**config.mk**
```make
export PLATFORM = sky130hd
export DESIGN_NAME = soft_error_monitor
export DESIGN_NICKNAME = d
export VERILOG_FILES = /design/src/rtl/soft_error_monitor.sv
export SDC_FILE = /design/constraint.sdc
export NUM_CORES = 1
export LEC_CHECK = 0
export CORE_ASPECT_RATIO = 0.9
export CORE_MARGIN = 2
export CORE_UTILIZATION = 45
export CTS_BUF_LIST = sky130_fd_sc_hd__clkbuf_8
export CTS_CLUSTER_DIAMETER = 50
export DETAILED_ROUTE_END_ITERATION = 7
export GPL_TIMING_DRIVEN = 0
export PLACE_DENSITY = 0.74
export RECOVER_POWER = 50
export REMOVE_ABC_BUFFERS = 1
export SYNTH_ARGS = -nofsm -noshare
export SYNTH_HDL_FRONTEND = slang
export SYNTH_SLANG_ARGS = --single-unit
```
**constraint.sdc**
```tcl
create_clock -name clk -period 5 [get_ports clk]
set_clock_uncertainty 0.15 [all_clocks]
set_input_delay 1 -clock clk [delete_from_list [all_inputs] [get_ports clk]]
set_output_delay 1 -clock clk [all_outputs]
set_load 0.01 [all_outputs]
```
**src/rtl/soft_error_monitor.sv**
```systemverilog
// rtl/soft_error_monitor.sv - soft-error event counters with sticky threshold flags (optional rate window: SOFT_ERR_RATE_WINDOW_EN)
module soft_error_monitor #(
    parameter int CNT_W         = 32,
    parameter int WINDOW_CYCLES = 125000000
) (
    input  logic             clk,
    input  logic             reset,
    input  logic             clear_errors,
    input  logic             cs_mismatch,
    input  logic             unknown_ttc_cmd,
    input  logic             ddr3_overflow,
    input  logic [CNT_W-1:0] thres_data_corrupt,
    input  logic [CNT_W-1:0] thres_unknown_ttc,
    input  logic [CNT_W-1:0] thres_ddr3_overflow,
    output logic [CNT_W-1:0] cs_mismatch_count,
    output logic [CNT_W-1:0] unknown_cmd_count,
    output logic [CNT_W-1:0] ddr3_overflow_count,
    output logic             error_data_corrupt,
    output logic             error_unknown_ttc,
    output logic             error_ddr3_overflow,
    output logic             window_tick
);

    localparam logic [CNT_W-1:0] CNT_ONE = CNT_W'(1);

    // Channel order everywhere: 0 = checksum mismatch, 1 = unknown TTC, 2 = DDR3 overflow
    logic [2:0]       ev_in;
    logic [2:0]       ev_d1;
    logic [2:0]       ev;
    logic [CNT_W-1:0] thr   [3];
    logic [CNT_W-1:0] cnt_q [3];
    logic [2:0]       flag_q;
    logic             win_wrap;

    assign ev_in  = {ddr3_overflow, unknown_ttc_cmd, cs_mismatch};
    assign ev     = ev_in & ~ev_d1;
    assign thr[0] = thres_data_corrupt;
    assign thr[1] = thres_unknown_ttc;
    assign thr[2] = thres_ddr3_overflow;

`ifdef SOFT_ERR_RATE_WINDOW_EN
    localparam int WIN_W = (WINDOW_CYCLES > 1) ? $clog2(WINDOW_CYCLES) : 1;

    logic [WIN_W-1:0] win_cnt;
    logic             tick_q;

    assign win_wrap    = (win_cnt == WIN_W'(WINDOW_CYCLES - 1));
    assign window_tick = tick_q;

    // Free-running window counter; clear_errors restarts the window
    always_ff @(posedge clk) begin
        if (!reset || clear_errors) begin
            win_cnt <= '0;
            tick_q  <= 1'b0;
        end else if (win_wrap) begin
            win_cnt <= '0;
            tick_q  <= 1'b1;
        end else begin
            win_cnt <= win_cnt + WIN_W'(1);
            tick_q  <= 1'b0;
        end
    end
`else
    // Window length only matters in the rate-window build
    logic unused_window;
    assign unused_window = (WINDOW_CYCLES == 0);
    assign win_wrap      = 1'b0;
    assign window_tick   = 1'b0;
`endif

    // Edge-detect history; deliberately untouched by clear_errors so held inputs are not re-counted
    always_ff @(posedge clk) begin
        if (!reset) begin
            ev_d1 <= '0;
        end else begin
            ev_d1 <= ev_in;
        end
    end

    // Saturating event counters; clear beats a coincident event, window wrap restarts at that event
    always_ff @(posedge clk) begin
        for (int i = 0; i < 3; i++) begin
            if (!reset || clear_errors) begin
                cnt_q[i] <= '0;
            end else if (win_wrap) begin
                cnt_q[i] <= ev[i] ? CNT_ONE : '0;
            end else if (ev[i] && (cnt_q[i] != '1)) begin
                cnt_q[i] <= cnt_q[i] + CNT_ONE;
            end
        end
    end

    // Sticky flags compare the registered count; a zero threshold disables setting but never clears
    always_ff @(posedge clk) begin
        for (int i = 0; i < 3; i++) begin
            if (!reset || clear_errors) begin
                flag_q[i] <= 1'b0;
            end else if ((thr[i] != '0) && (cnt_q[i] >= thr[i])) begin
                flag_q[i] <= 1'b1;
            end
        end
    end

    assign cs_mismatch_count   = cnt_q[0];
    assign unknown_cmd_count   = cnt_q[1];
    assign ddr3_overflow_count = cnt_q[2];
    assign error_data_corrupt  = flag_q[0];
    assign error_unknown_ttc   = flag_q[1];
    assign error_ddr3_overflow = flag_q[2];

endmodule

```
==> flow_metrics.py, run 1 <==
metrics = {
    "floorplanning": {
        "core.rowCount": 46,
        "core_sq_um": 17600,
        "chipWidth_microns": 145,
        "initial_core_util": 0.458,
        "fp.dieArea_sq_um": 19000,
        "die_h_microns": 131,
        "io-pin-count": 202,
    },
    "logic_synthesis": {
        "synth.avg_cell_area_sq_um": 9.19,
        "ys_seq_area_frac": 0.372,
        "syn_area_sq_um": 8070,
        "synth_cell_types": 48,
        "synth-simple-area-share": 0.247,
        "synth-main-ff-cell": "edfxtp_1",
        "synth_compound_area_frac": 0.0777,
        "synth-edff-count": 96,
        "synth-xor-area-share": 0.0835,
        "synth_fa_ha_area_frac": 0.153,
        "synth_cells": 878,
        "yosys_warnings": 0,
        "muxShareOfSynthArea": 0,
        "synthArstFlopShare": 0,
        "synth_top_family_by_area": "simple AND/OR/NAND/NOR gates",
        "synth_top_area_share": 0.357,
        "synth-seq-cells": 102,
        "synth.largest_area_cell": "edfxtp_1",
        "synth.area.top_cells": "edfxtp_1 36%, ha_1 15%, xor2_1 6.1%",
    },
    "cells_and_area": {
        "regArea_sq_um": 3000,
        "mostFrequentLayoutCells": "113 x nor2_1, 106 x inv_1, 103 x dlygate4sd3_1",
        "finalInstanceArea_sq_um": 10500,
        "nNetsFinal": 1276,
        "multiInputGateArea_sq_um": 4530,
        "drive_gt1_frac": 0.0287,
        "fillCellCount": 1593,
        "instances_no_fill": 1321,
        "area_delta_synth_final_pct": 29.9,
        "final_common_cell": "nor2_1",
    },
    "routing": {
        "vias_per_cell": 5.44,
        "drtPass1Iterations": 5,
        "route.detailed.drc": 0,
        "wl_mm": 21.5,
        "via_count": 7182,
        "ant_nets": 0,
        "drt-initial-drc-count": 481,
        "drt-wirelength-per-cell_microns": 16.3,
    },
    "global_routing": {
        "grt_max_degree": 31,
        "grt_pass1_wl_mm": 34.5,
        "antenna_found_initial": 1,
        "grt_util_all_layers": 0.224,
        "grt_overflow_total": 0,
        "grt_pass1_vias": 6722,
    },
    "critical_path": {
        "arrival_ns": 3.87,
        "required_ns": 4.98,
        "path_class": "primary input to flip-flop",
        "end_kind": "flip-flop",
        "startpoint_type": "primary input",
        "critPathMaxFanout": 23,
    },
    "min_path": {
        "hold_path_class": "flip-flop to flip-flop",
    },
    "pwr": {
        "ir_drop_mv": 0.148,
        "p_int_w": 0.00138,
        "p_leak_nw": 4.58,
        "switchingPower_w": 0.000571,
        "pwr-share-comb": 0.209,
        "p_seq_frac": 0.538,
        "power_density_nw_per_um2": 186,
        "clock_power_share": 0.253,
        "switching_share": 0.293,
    },
    "clocking": {
        "htree_levels": 3,
        "cts_tree": "yes",
        "cts_buffers": 9,
        "cts_resized": 0,
        "ctsLongestPathBuffers": 2,
        "hold_buffers": 0,
        "cts_sinks": 102,
        "cts-root-buf": "clkbuf_8",
        "worstSkewPairLatency_ns": 0.39,
        "postCtsSetupBuffers": 0,
        "cts.clk_slew.worst_paths_ns": 0.11,
    },
    "timing": {
        "timing.hold.ws_ns": 0.533,
        "setup_tns_ns": 0,
        "post-route-period-util": 0.779,
        "slew_violations": 10,
        "fmax_ghz": 0.257,
        "hold_viol_final": 0,
        "rsz0062_at_grt": "no",
        "post-route-min-period_ns": 3.89,
        "relSlewSlack": -0.177,
        "worst_pin_slew_ns": 1.75,
        "setup_viol": 0,
    },
    "outcome": {
        "violations": "capacitance limit, slew limit",
        "status": "complete, but fails checks",
    },
    "job": {
        "max_cap_violations": 1,
    },
    "placement": {
        "hpwl_mm": 16.6,
        "place.gp.congestion": 0.910,
        "place_area_sq_um": 10400,
        "io_buffer_count": 200,
        "placedCellCount": 1303,
    },
}
## synth_stat cells (2+ instances only)
cell	number
nand4_4	2
dfxtp_1	6
buf_4	2
nor2b_1	4
o31ai_1	2
nand2_1	35
a211oi_1	3
and3_1	18
nand4b_1	2
a21o_1	9
buf_6	7
nor3_1	11
a31oi_1	2
a211o_1	3
and4_1	7
nor3_2	2
nand3_1	51
xnor2_1	21
nor4b_1	3
or2_2	3
nand4_1	59
nor4bb_1	3
xor2_1	56
nor4_1	23
a2111oi_0	6
or3_1	11
buf_2	2
edfxtp_1	96
nor2_1	113
nor3_4	2
o22ai_1	3
or4_1	5
a31o_2	2
o21a_1	4
a21oi_1	45
and2_1	7
clkbuf_1	6
inv_1	106
ha_1	99
o21ai_0	20
nand2b_1	10
## cells by family (layout without fill, tap and decap cells)
logic type,Yosys count,after routing
AOI/OAI and AO/OA,103,103
DFF,102,102
other,1,2
adders and majority gates,99,99
xor gates and xnor gates,77,77
and+or+nand+nor,372,372
buffers and inverters,124,326
## critical path, stage by stage
cell and delay, ns:
dlygate4sd3_1 0.62, nor2b_1 0.85, o21ai_0 0.94, buf_16 0.44
## metrics by stage
step / setup slack (ns) / util / total power (W)
global placement: -0.704 / 0.582 / 0.00147
detailed placement: 1.24 / 0.588 / 0.00149
finish: 1.11 / 0.596 / 0.00195
CTS: 1.42 / 0.598 / 0.00198
floorplan: 0.650 / - / 0.00124
global route: 0.972 / 0.596 / 0.00205
## area by class of cell
class	count	share of cell area
Inverter	106	0.0379
Tap cell	240	0.0286
Clock buffer	9	0.0118
Sequential cell	102	0.286
Antenna cell	1	0.000239
Clock inverter	7	0.00465
Multi-Input combinational cell	652	0.432
Timing Repair Buffer	204	0.198
## metal layers
layer | track usage | wire length, microns
met4 | 0.0738 | 474
met1 | 0.309 | 10100
met5 | 0 | 0
met2 | 0.362 | 9780
met3 | 0.0381 | 1110
## state kept, by name (all words and copies together) (netlist names)
signal,count
cnt_q,96
ev_d1,3
flag_q,3
## final timing paths
path           startpoint           to  slack, ns  cells after the start
min reg2reg   cnt_q[0][0]  cnt_q[0][0]       0.53                      1
min           cnt_q[0][0]  cnt_q[0][0]       0.53                      1
max                 reset  cnt_q[2][0]       1.11                      4
max reg2reg  cnt_q[2][10]  cnt_q[2][0]       1.36                      6
## power groups by stage
stage               clock network, W  registers [W]  logic [W]
finish                      0.000493        0.00105   0.000406
global route                0.000539        0.00106   0.000451
CTS                         0.000507        0.00105   0.000425
detailed placement                 0        0.00107   0.000422
global placement                   0        0.00107   0.000402
floorplan                          0        0.00107   0.000172
(Power assumes the default switching activity.)
==> run 2, diff against run 1 <==
--- a/config.mk
+++ b/config.mk
@@ -12,7 +12,7 @@
 export CTS_CLUSTER_DIAMETER = 50
 export DETAILED_ROUTE_END_ITERATION = 7
 export GPL_TIMING_DRIVEN = 0
-export PLACE_DENSITY = 0.74
+export PLACE_DENSITY = 0.77
 export RECOVER_POWER = 50
 export REMOVE_ABC_BUFFERS = 1
 export SYNTH_ARGS = -nofsm -noshare
==> constraint.sdc (replaced) <==
create_clock -name clk -period 3.5 [get_ports clk]
set_clock_uncertainty 0.15 [all_clocks]
set_input_delay 0.7 -clock clk [delete_from_list [all_inputs] [get_ports clk]]
set_output_delay 0.7 -clock clk [all_outputs]
set_load 0.01 [all_outputs]
==> flow_metrics.py, run 2 (synthesis results as in run 1) <==
metrics = {
    "outcome": {
        "status": "finished clean",
    },
    "cells_and_area": {
        "regArea_sq_um": 3000,
        "fin_util": 0.598,
        "drive_gt1_frac": 0.0324,
        "mostFrequentLayoutCells": "113 x nor2_1, 107 x inv_1, 103 x dlygate4sd3_1",
        "fillCellCount": 1603,
        "area_delta_synth_final_pct": 30.4,
        "largest_reg_flops": 96,
        "final_common_cell": "nor2_1",
        "nNetsFinal": 1275,
        "antenna_cells": 0,
        "top_regs": "cnt_q: 96 flops, ev_d1: 3 flops, flag_q: 3 flops",
        "regMostFlops": "cnt_q",
        "multiInputGateArea_sq_um": 4570,
        "finalInstanceArea_sq_um": 10500,
    },
    "routing": {
        "via_count": 7226,
        "vias_per_cell": 5.48,
        "ant_nets": 0,
        "route.detailed.drc": 0,
        "drt-initial-drc-count": 402,
        "wl_mm": 21.6,
        "drtPass1Iterations": 5,
        "drt-wirelength-per-cell_microns": 16.3,
    },
    "timing": {
        "worst_pin_slew_ns": 1.26,
        "slew_violations": 0,
        "post-route-min-period_ns": 3.22,
        "setup_viol": 0,
        "timing.hold.ws_ns": 0.529,
        "post-route-period-util": 0.921,
        "rsz0062_at_grt": "no",
        "relSlewSlack": 0.157,
        "fmax_ghz": 0.310,
        "hold_viol_final": 0,
    },
    "critical_path": {
        "arrival_ns": 3.07,
        "required_ns": 3.35,
        "startpoint_type": "primary input",
        "end_kind": "flip-flop",
        "path_class": "primary input to flip-flop",
        "critPathMaxFanout": 24,
    },
    "global_routing": {
        "grt_pass1_vias": 6828,
        "grt_pass1_wl_mm": 35.0,
        "grt_max_degree": 31,
        "grt_util_all_layers": 0.225,
        "antenna_found_initial": 0,
        "grt_overflow_total": 0,
    },
    "floorplanning": {
        "initial_core_util": 0.458,
        "core.rowCount": 46,
        "fp.dieArea_sq_um": 19000,
        "core_sq_um": 17600,
        "die_h_microns": 131,
        "io-pin-count": 202,
        "chipWidth_microns": 145,
    },
    "clocking": {
        "htree_levels": 3,
        "cts_buffers": 9,
        "cts_tree": "yes",
        "cts.clk_slew.worst_paths_ns": 0.09,
        "worstSkewPairLatency_ns": 0.38,
        "postCtsSetupBuffers": 0,
        "hold_buffers": 0,
        "ctsLongestPathBuffers": 2,
        "cts-root-buf": "clkbuf_8",
        "cts_sinks": 102,
        "cts_resized": 0,
    },
    "job": {
        "max_cap_violations": 0,
    },
    "min_path": {
        "hold_path_class": "flip-flop to flip-flop",
    },
    "placement": {
        "hpwl_mm": 16.7,
        "place_area_sq_um": 10400,
        "io_buffer_count": 200,
        "place.gp.congestion": 0.881,
    },
    "pwr": {
        "power_density_nw_per_um2": 269,
        "ir_drop_mv": 0.193,
        "p_leak_nw": 4.60,
    },
}
==> run 2: final cells by class <==
| type | instances | area share |
|---|---|---|
| multi-input combinational | 652 | 0.434 |
| sequential | 102 | 0.285 |
| timing repair buffer | 203 | 0.196 |
| inverter | 106 | 0.0378 |
| tap | 240 | 0.0285 |
| clock buffer | 9 | 0.0118 |
| clock inverter | 7 | 0.00630 |
==> run 2: worst paths after layout <==
kind,from,end,slack (ns),cells after the start
worst max-delay path,reset,cnt_q[0][11],0.28,4
worst min register to register,cnt_q[1][14],cnt_q[1][14],0.53,2
worst min-delay path,cnt_q[1][14],cnt_q[1][14],0.53,2
worst max register to register,cnt_q[0][0],cnt_q[0][23],0.38,6
==> run 2: stage by stage <==
step	setup TNS (ns)	cells	total power (W)	setup slack, ns
after floorplan	-72.24	860	0.00177	-0.850
after detailed placement	0	1303	0.00213	0.0802
after global placement	-189.13	1300	0.00211	-2.16
final	0	1319	0.00283	0.278
after global routing	0	1319	0.00297	0.0825
after CTS	0	1319	0.00289	0.314
==> run 2: power breakdown <==
part / switching, W / internal (W) / total [W] / leakage (nW)
registers: 0.000102 / 0.00140 / 0.00150 / 1.15
clock network: 0.000427 / 0.000326 / 0.000754 / 0.0941
logic: 0.000271 / 0.000309 / 0.000580 / 3.35
==> run 2: routing by layer <==
metal,wire [microns],share of wire,vias up,GRT usage
met5,0,0,-,0
met1,10100,0.47,3395,0.305
li1,-,-,3573,-
met4,451,0.021,0,0.0715
met3,1180,0.055,28,0.0443
met2,9820,0.46,230,0.370
==> run 2: critical path: stages <==
cell	delay, ns
dlygate4sd3_1	0.60
nor2b_1	1.00
o21ai_4	0.27
clkbuf_2	0.48
